`config.mk`:
```
export PLATFORM = sky130hd
export DESIGN_NAME = spi_arbiter
export DESIGN_NICKNAME = d
export VERILOG_FILES = /design/src/rtl/spi_arbiter.sv
export SDC_FILE = /design/constraint.sdc
export NUM_CORES = 1
export LEC_CHECK = 0
export BUFFER_PORTS_ARGS = -buffer_cell sky130_fd_sc_hd__buf_2
export CORE_MARGIN = 4
export CORE_UTILIZATION = 47
export CTS_BUF_LIST = sky130_fd_sc_hd__clkbuf_8
export DETAILED_ROUTE_END_ITERATION = 12
export GPL_ROUTABILITY_DRIVEN = 1
export PLACE_DENSITY = 0.79
export SLEW_MARGIN = 20
export SYNTH_ARGS = -nofsm -noshare
export SYNTH_HDL_FRONTEND = slang
export SYNTH_SLANG_ARGS = --single-unit
export TNS_END_PERCENT = 1
```
`constraint.sdc`:
```
create_clock -name clk -period 1.5 [get_ports clk]
set_input_delay 0.15 -clock clk [delete_from_list [all_inputs] [get_ports clk]]
set_output_delay 0.15 -clock clk [all_outputs]
set_load 0.02 [all_outputs]
```
`src/rtl/spi_arbiter.sv`:
```
// Round-robin arbiter that lets N_REQ requesters share one SPI master.
// A transfer that stalls longer than TMO cycles is aborted with an err pulse.
module spi_arbiter #(
  parameter int N_REQ = 4,
  parameter int DW    = 16,
  parameter int TMO   = 64
) (
  input  logic                clk,
  input  logic                rstn,
  input  logic [N_REQ-1:0]    req,
  input  logic [N_REQ*DW-1:0] req_data,
  output logic [N_REQ-1:0]    gnt,
  output logic [N_REQ-1:0]    done,
  output logic                spi_start,
  output logic [DW-1:0]       spi_d_in,
  input  logic                spi_read_en,
  input  logic                spi_cs,
  output logic                busy,
  output logic                err
);

  localparam int IW = (N_REQ > 1) ? $clog2(N_REQ) : 1;
  localparam int CW = ($clog2(TMO) + 1 > 7) ? $clog2(TMO) + 1 : 7;

  typedef enum logic [2:0] {IDLE, START, WAIT_CS, WAIT_END, DONE} state_t;

  state_t            state, state_nx;
  logic [IW-1:0]     last_win, win_idx, win_next, cand;
  logic [IW-1:0]     last_d, widx_d;
  logic              win_found;
  logic [CW-1:0]     cnt, cnt_d;
  logic              tmo_hit;
  logic [N_REQ-1:0]  gnt_d, done_d;
  logic              start_d, err_d, busy_d;
  logic [DW-1:0]     d_in_d;

  // Search starts just after the last winner, so a finished requester drops to lowest priority.
  always_comb begin
    win_found = 1'b0;
    win_next  = '0;
    cand      = '0;
    for (int k = 1; k <= N_REQ; k++) begin
      cand = IW'((int'(last_win) + k) % N_REQ);
      if (!win_found && req[cand]) begin
        win_found = 1'b1;
        win_next  = cand;
      end
    end
  end

  // The counter runs from START entry, so tmo_hit marks the TMO-th cycle of the transfer.
  assign tmo_hit = (cnt == CW'(TMO - 1));

  always_ff @(posedge clk) begin
    if (!rstn) state <= IDLE;
    else       state <= state_nx;
  end

  always_comb begin
    state_nx = state;
    case (state)
      IDLE:     if (win_found && spi_read_en) state_nx = START;
      START:    state_nx = WAIT_CS;
      WAIT_CS:  if (tmo_hit) state_nx = IDLE;
                else if (!spi_cs) state_nx = WAIT_END;
      WAIT_END: if (tmo_hit) state_nx = IDLE;
                else if (spi_cs && spi_read_en) state_nx = DONE;
      DONE:     state_nx = IDLE;
      default:  state_nx = IDLE;
    endcase
  end

  always_comb begin
    gnt_d   = gnt;
    done_d  = '0;
    start_d = 1'b0;
    err_d   = 1'b0;
    d_in_d  = spi_d_in;
    cnt_d   = cnt;
    last_d  = last_win;
    widx_d  = win_idx;
    busy_d  = (state_nx != IDLE);
    case (state)
      IDLE: begin
        gnt_d = '0;
        if (win_found && spi_read_en) begin
          gnt_d   = N_REQ'(1) << win_next;
          d_in_d  = req_data[int'(win_next)*DW +: DW];
          start_d = 1'b1;
          cnt_d   = '0;
          widx_d  = win_next;
        end
      end
      START: cnt_d = cnt + CW'(1);
      WAIT_CS, WAIT_END: begin
        if (tmo_hit || state_nx == DONE) begin
          done_d = gnt;
          gnt_d  = '0;
          last_d = win_idx;
          err_d  = tmo_hit;
        end else begin
          cnt_d = cnt + CW'(1);
        end
      end
      default: ;
    endcase
  end

  always_ff @(posedge clk) begin
    if (!rstn) begin
      gnt       <= '0;
      done      <= '0;
      spi_start <= 1'b0;
      spi_d_in  <= '0;
      busy      <= 1'b0;
      err       <= 1'b0;
      cnt       <= '0;
      last_win  <= IW'(N_REQ - 1);
      win_idx   <= '0;
    end else begin
      gnt       <= gnt_d;
      done      <= done_d;
      spi_start <= start_d;
      spi_d_in  <= d_in_d;
      busy      <= busy_d;
      err       <= err_d;
      cnt       <= cnt_d;
      last_win  <= last_d;
      win_idx   <= widx_d;
    end
  end

endmodule

```
==> metrics.md, run 1 <==
| Metric | Value |
|---|---|
| Post-synth EDFFs | 0 |
| CP Launch Type | flip-flop |
| Router iterations before antenna repair | 5 |
| Fin Setup TNS | -1.836 ns |
| Largest net degree at the start of global routing | 35 |
| Vias | 3403 |
| Final design utilization | a little under three quarters |
| Final worst-path cycle share | 110.5% |
| Die area | approximately 0.0073 mm2 |
| Vias in the first global route | around 3200 |
| Crit-path max cell delay | ~0.41 ns |
| Clock transition at path regs | approximately 0.07 ns |
| Antenna diode count | 0 |
| Die Y | 85.26 um |
| Leading area contributor after synthesis | dfxtp_1 |
| Most common flop cell mapped by yosys | dfxtp_1 |
| Worst slew pin tran | around 0.35 ns |
| Site Rows | 27 |
| GPL Wtd Cong | 0.8955 |
| TritonCTS Buffers | 5 |
| Core area | about 0.0056 mm2 |
| Max_cap viols | 0 |
| Number of distinct library cells after synthesis | between 50 and 60 |
| Post-Layout Cell Count | 552 |
| Inst Count DP | ~540 |
| RSZ-0062 raised after global routing | yes |
| Synth-to-Final Area Change | 43.26% |
| HPWL Detailed | around 7 mm |
| Run status | finished, violations left |
| Maximum clock path buffer count | 2 |
| Syn_area_per_cell | between 7 and 8 um2 |
| Initial antenna violation count | 0 |
| First-pass GRT wire length | 15.28 mm |
| CP top delay family | compound AO/OA/AOI/OAI gates |
| CP max-delay cell | or3b_4 |
| CP cell instances | buf_6 -> or3b_4 -> buf_4 -> o211ai_1 -> a21oi_2 -> o21ai_2 -> a21oi_1 |
| H-tree lvl count | 2 |
| Gate Count Post-Synth | ~350 |
| DR vias/cell | around 6 |
| Fmax | 603.4 MHz |
| HP Class | in -> reg |
| Wirelength per Cell | ~18 um |
| WP data required | 1.67 ns |
| Hold Fails Final Rpt | 0 |
| Remaining Overflow, GRT | 0 |
| Port bufs | between 90 and 100 |
| VDD IR-drop max | between 0.8 and 0.9 mV |
| Starting DRC count in detailed routing | between 200 and 300 |
| Arr. time, crit path | ~1.8 ns |
| Leakage | between 1.5 and 2 nW |
| Clock Latency Late Sink | approximately 0.29 ns |
| Register area share after synthesis | between 20% and 30% |
| Syn Nets | 424 |
| Min cycle time layout | 1.657 ns |
| Tot GR Track Use | between 20% and 30% |
| CTS tree | built |
| Yosys warnings | 0 |
| Crit. End Element | flip-flop |
| Violated checks | setup timing |
| CTS Root Cell | clkbuf_8 |
| Final setup vio count | 18 |
| Final-report max-slew violation count | 0 |
| Post-Syn Area | approximately 0.0028 mm2 |
| Drt total wl | around 10 mm |
| Post-synth ARST share | 0% |
| Num Clock Sinks | a little over 40 |
| ANT nets after route | 0 |
| Post-route DRC | 0 |
| Initial core utilization | between 40% and 50% |
| Setup CP Type | reg -> reg |
| Worst setup margin | -0.1574 ns |
| Nets | between 500 and 600 |
| Crit path buf inv count | 2 |
| DIE WIDTH | around 85 um |
| Synth Register Bits | slightly above 40 |
| Setup Skew | ~0.012 ns |
| Share of cells above drive strength 1 | 45.63% |
| PwrDens | around 730 mW/mm2 |
| Synth top area share | between 20% and 30% |
| Ranking of synthesized cells by area | dfxtp_1 29%, o21ai_0 8.4%, a21oi_1 7.0% |
| Max_slew headroom | roughly 76% |
| Crit path max fanout | 7 |
| Io pins | a little under 100 |
==> Yosys cell counts (2+ instances only) <==
cell type	count
or3_1	3
mux2i_1	2
or2_2	2
and2_1	5
nor2_2	3
a21boi_0	2
o32ai_1	2
o21ai_1	13
inv_1	4
a22oi_1	16
nor3_1	2
nor2b_1	18
nand3_1	11
nand4_1	2
a21o_1	2
dfxtp_1	41
a21oi_1	39
o21ai_0	47
a221oi_2	10
nor2_4	2
buf_6	6
nor2_1	5
clkbuf_1	11
nand2_1	36
buf_4	2
o211ai_1	20
buf_2	9
a221oi_1	8
nand2b_1	3
==> worst paths after layout <==
check                            from                         to  slack (ns)  cells past startpoint
max          last_win[1]$_SDFFE_PN1P_  spi_d_in[10]$_SDFFE_PN0P_       -0.16                      7
min                      req_data[26]  spi_d_in[10]$_SDFFE_PN0P_        0.15                      3
max reg2reg  last_win[1]$_SDFFE_PN1P_  spi_d_in[10]$_SDFFE_PN0P_       -0.16                      7
min reg2reg   win_idx[1]$_SDFFE_PN0P_    win_idx[1]$_SDFFE_PN0P_        0.48                      2
==> sequential cells by signal, summed over array words and instances, names as in the netlist <==
signal / cells
busy: 1
cnt: 7
done: 4
err: 1
gnt: 4
last_win: 2
spi_d_in: 16
spi_start: 1
state: 3
win_idx: 2
==> cells in the final DEF (no fill, tap or decap), types with 5 or more instances in the layout <==
| cell | netlist | routed |
|---|---|---|
| a21oi_2 | 1 | 6 |
| nand2_1 | 36 | 36 |
| clkbuf_8 | 0 | 6 |
| nand3_1 | 11 | 9 |
| buf_6 | 6 | 6 |
| a22oi_1 | 16 | 13 |
| dfxtp_2 | 0 | 5 |
| o21ai_1 | 13 | 23 |
| a21oi_1 | 39 | 34 |
| a221oi_2 | 10 | 10 |
| buf_4 | 2 | 38 |
| o21ai_0 | 47 | 30 |
| o211ai_1 | 20 | 20 |
| buf_12 | 0 | 8 |
| and2_1 | 5 | 5 |
| nor2b_1 | 18 | 18 |
| buf_2 | 9 | 98 |
| a221oi_4 | 0 | 5 |
| dfxtp_1 | 41 | 35 |
| o21ai_2 | 0 | 7 |
==> power breakdown <==
part | internal [W] | total [W] | switching (W)
registers | 0.00116 | 0.00122 | 0.0000549
logic | 0.000422 | 0.000985 | 0.000563
clock network | 0.000364 | 0.000730 | 0.000367
total | 0.00195 | 0.00293 | 0.000985
==> cell families (layout without fill, tap and decap cells) <==
kind of cell	Yosys count	after routing	synth area share [%]
compound gates	171	171	41.53
fa+ha+maj	1	1	0.4460
mux	4	4	1.918
buf+inv	34	163	6.823
flops	41	41	29.26
simple gates	100	100	20.03
==> worst min-delay path: cells and delay by family <==
family	cells	cell delay [ns]
AO/OA/AOI/OAI	2	0.18
buffers and inverters	1	0.08
==> layer usage <==
metal | vias to the layer above | part of all wire [%] | GRT usage, %
li1 | 1586 | - | -
met1 | 1585 | 39 | 33.39
met2 | 212 | 48 | 42.16
met3 | 20 | 11 | 5.922
met4 | 0 | 2.3 | 8.921
met5 | - | 0 | 0
==> timing repair <==
action	in CTS	in global routing
buffers inserted	4	1
gates cloned	2	1
pin swaps	30	26
gates resized for setup	26	38
hold endpoints to repair	0	0
hold buffers	0	0
endpoints found under the setup margin	21	31
==> stage by stage <==
step	cell area, um2	setup slack [ns]	total power, W	hold slack [ns]
2_1_floorplan	2815	-0.03424	0.001715	0.3187
3_3_place_gp	3631	-0.3843	0.002089	0.4285
3_5_place_dp	3631	-0.3964	0.002104	0.4432
4_1_cts	3861	-0.1172	0.002864	0.1450
5_1_grt	4019	-0.2080	0.003068	0.1623
6_report	4019	-0.1574	0.002932	0.1501
==> area by class of cell <==
class	instances	area, um2
clock buffer	6	82.58
clock inverter	1	7.507
fill	420	1623
inverter	5	18.77
multi-input combinational	276	1961
sequential	41	830.8
tap	72	90.09
timing repair buffer	151	1028
(Power assumes the default switching activity.)
==> run 2: changes to the inputs <==
- CORE_UTILIZATION: 47 -> 52
- PLACE_DENSITY: 0.79 -> 0.83
- clock period: 1.5 -> 1.63 ns (I/O delays scaled with it)
==> run 2 against run 1 <==
Effect of this change:
- the run still ends with setup timing left
- worst hold slack worse by 0.018 ns
- routed wire length is 9.2% lower
- count of clock-buffer cells in the layout stayed put
- via count is 4.4% lower
- first-iteration DRC count is 29% higher
- critical path depth stayed put
- sequential power is 9% lower
- critical path type unchanged
- largest power group unchanged
==> metrics.md, run 2 (synthesis gave the netlist of run 1 again) <==
| Metric | Value |
|---|---|
| Run status | finished, violations left |
| Violated checks | setup timing |
| Die area | 0.006633 mm2 (-8.7%) |
| PwrDens | 743.7 mW/mm2 (+1.9%) |
| Port bufs | 98 (unchanged) |
| Remaining Overflow, GRT | 0 (unchanged) |
| RSZ-0062 raised after global routing | yes |
| CTS Root Cell | clkbuf_8 |
| Final setup vio count | 1 (-17) |
| HP Class | in -> reg |
| Nets | 530 (-4.2%) |
| Tot GR Track Use | 26.91% (+1.1 points) |
| Share of cells above drive strength 1 | 38.65% (-7.0 points) |
| Wirelength per Cell | 17.14 um (-5.1%) |
| Initial antenna violation count | 0 (unchanged) |
| Clock power share | 30.8% (+5.9 points) |
| Min cycle time layout | 1.644 ns (-0.01343 ns) |
| Core area | 0.005172 mm2 (-8.3%) |
| Combinational group share of total power | 29.2% (-4.4 points) |
| Sequential share of power | 40.0% (-1.5 points) |
| Final instance area | 0.003739 mm2 (-7.0%) |
| Placed Area | 0.003473 mm2 (-4.3%) |
| TritonCTS Buffers | 5 (unchanged) |
| Max_cap viols | 0 (unchanged) |
| Vias | 3253 (-4.4%) |
| Biggest regs | spi_d_in (16), cnt (7) |
| Drt total wl | 9.049 mm (-9.2%) |
| Leakage | 1.566 nW (-6.5%) |
| WP data required | 1.81 ns (+0.14 ns) |
| Clock transition at path regs | 0.09 ns (+0.02 ns) |
| Io pins | 99 (unchanged) |
| Crit. End Element | flip-flop |
| ANT nets after route | 0 (unchanged) |
| HPWL Detailed | 6.479 mm (-5.9%) |
| VDD IR-drop max | 0.6557 mV (-27%) |
| Antenna diode count | 0 (unchanged) |
| Arr. time, crit path | 1.82 ns (about the same) |
| Switching power | 0.0008805 W (-11%) |
| Inst Count DP | 515 (-4.1%) |
| Num Clock Sinks | 41 (unchanged) |
| Clock Latency Late Sink | 0.31 ns (+0.02 ns) |
| Router iterations before antenna repair | 6 (+1) |
| Worst setup margin | -0.01396 ns (+0.1434 ns) |
| First-pass GRT wire length | 13.92 mm (-8.9%) |
| DR vias/cell | 6.161 (about the same) |
| Synth-to-Final Area Change | 33.27% |
| Pint | 0.001900 W (-2.4%) |
| Crit path max fanout | 8 (+1) |
| Post-CTS Hold Fix Bufs | 0 (unchanged) |
| Worst slew pin tran | 0.6198 ns (+0.2673 ns) |
| Fmax | 608.3 MHz (+0.82%) |
| Max_slew headroom | 58.50% (-18 points) |
| Setup CP Type | reg -> reg |
| Final-report max-slew violation count | 0 (unchanged) |
| Die Y | 81.45 um (-4.5%) |
| GPL Wtd Cong | 0.8971 (+0.18%) |
| Post-Layout Cell Count | 528 (-4.3%) |
| Hold Fails Final Rpt | 0 (unchanged) |
| CP Launch Type | flip-flop |
| Vias in the first global route | 2895 (-9.0%) |
| Max reg flops | 16 (unchanged) |
| Site Rows | 26 (-3.7%) |
| Top reg by flops | spi_d_in |
| Final worst-path cycle share | 100.9% (-9.6 points) |
| CTS tree | built |
| Initial core utilization | 54.23% (+4.5 points) |
| Maximum clock path buffer count | 2 (unchanged) |
| Most frequent cells in the layout | 98 x buf_2, 40 x o21ai_0, 40 x dfxtp_1 |
| DIE WIDTH | 81.45 um (-4.5%) |
| Setup Skew | 0.01393 ns (+0.002124 ns) |
| Fin Setup TNS | -0.01396 ns (+1.822 ns) |
| Largest net degree at the start of global routing | 35 (unchanged) |
| Starting DRC count in detailed routing | 374 (+29%) |
| Pre-CTS WS | -0.2040 ns (+0.1924 ns) |
| Leading cell type in the layout, fill and taps excluded | buf_2 |
| Switching share of power | 31.67% (-1.9 points) |
| Post-route DRC | 0 (unchanged) |
| H-tree lvl count | 2 (unchanged) |
-- run 2: cell types whose count changed in the layout (fill, tap and decap cells not counted), moves of 3 or more --
cell	before	now
a221oi_4	5	0
o21ai_1	23	16
o21ai_0	30	40
a221oi_2	10	13
dfxtp_1	35	40
a22oi_2	3	0
buf_4	38	16
a21oi_1	34	38
dfxtp_2	5	0
o21ai_2	7	4
a22oi_1	13	16
a21oi_2	6	2
-- run 2: path summary, 6_finish.rpt --
path / cells after the start / end / slack [ns] / startpoint
setup / recovery: 7 / spi_d_in[5]$_SDFFE_PN0P_ / -0.01 / last_win[1]$_SDFFE_PN1P_
hold / removal: 3 / spi_d_in[14]$_SDFFE_PN0P_ / 0.13 / req_data[62]
setup reg to reg: 7 / spi_d_in[5]$_SDFFE_PN0P_ / -0.01 / last_win[1]$_SDFFE_PN1P_
hold reg to reg: 2 / win_idx[1]$_SDFFE_PN0P_ / 0.46 / win_idx[1]$_SDFFE_PN0P_
-- run 2: repair_timing --
item,4_1_cts,5_1_grt
setup endpoints to repair,16,35
pin swaps,4,19
hold endpoints to repair,0,0
gates cloned,0,2
resized for setup,8,26
setup buffers,1,2
-- run 2: metrics by stage --
step	hold slack, ns	utilization [%]	total power (W)
3_5_place_dp	0.4485	67.15	0.001894
3_3_place_gp	0.4358	67.15	0.001881
4_1_cts	0.1258	69.96	0.002751
5_1_grt	0.1362	72.28	0.002912
2_1_floorplan	0.3317	-	0.001578
6_report	0.1325	72.28	0.002780
-- run 2: area by class of cell --
| type | instances | area, um2 |
|---|---|---|
| clock inverters | 2 | 33.78 |
| inverters | 5 | 18.77 |
| flip-flops and latches | 41 | 824.5 |
| fillers | 388 | 1434 |
| clock buffers | 6 | 82.58 |
| multi-input cells | 276 | 1853 |
| repair buffers | 128 | 838.3 |
| well taps | 70 | 87.58 |
-- run 2: power by group through the flow --
stage,Clock (W),Sequential [W],Combinational [W]
6_report,0.000855,0.00111,0.000812
5_1_grt,0.000920,0.00112,0.000872
3_5_place_dp,0,0.00113,0.000761
2_1_floorplan,0,0.00119,0.000383
4_1_cts,0.000870,0.00111,0.000769
3_3_place_gp,0,0.00113,0.000747
-- run 2: layer usage --
metal | global-route usage [%] | part of all wire, %
met1 | 35.85 | 41
met2 | 41.78 | 48
met3 | 6.360 | 9.5
met4 | 10.81 | 2.2
met5 | 0 | 0
-- run 2: critical path: stages (launching register included) --
cell and delay, ns:
dfxtp_4 0.38, buf_6 0.11, or3b_4 0.40, buf_6 0.15
o211ai_1 0.08, a21oi_1 0.06, o21ai_1 0.24, a21oi_1 0.10
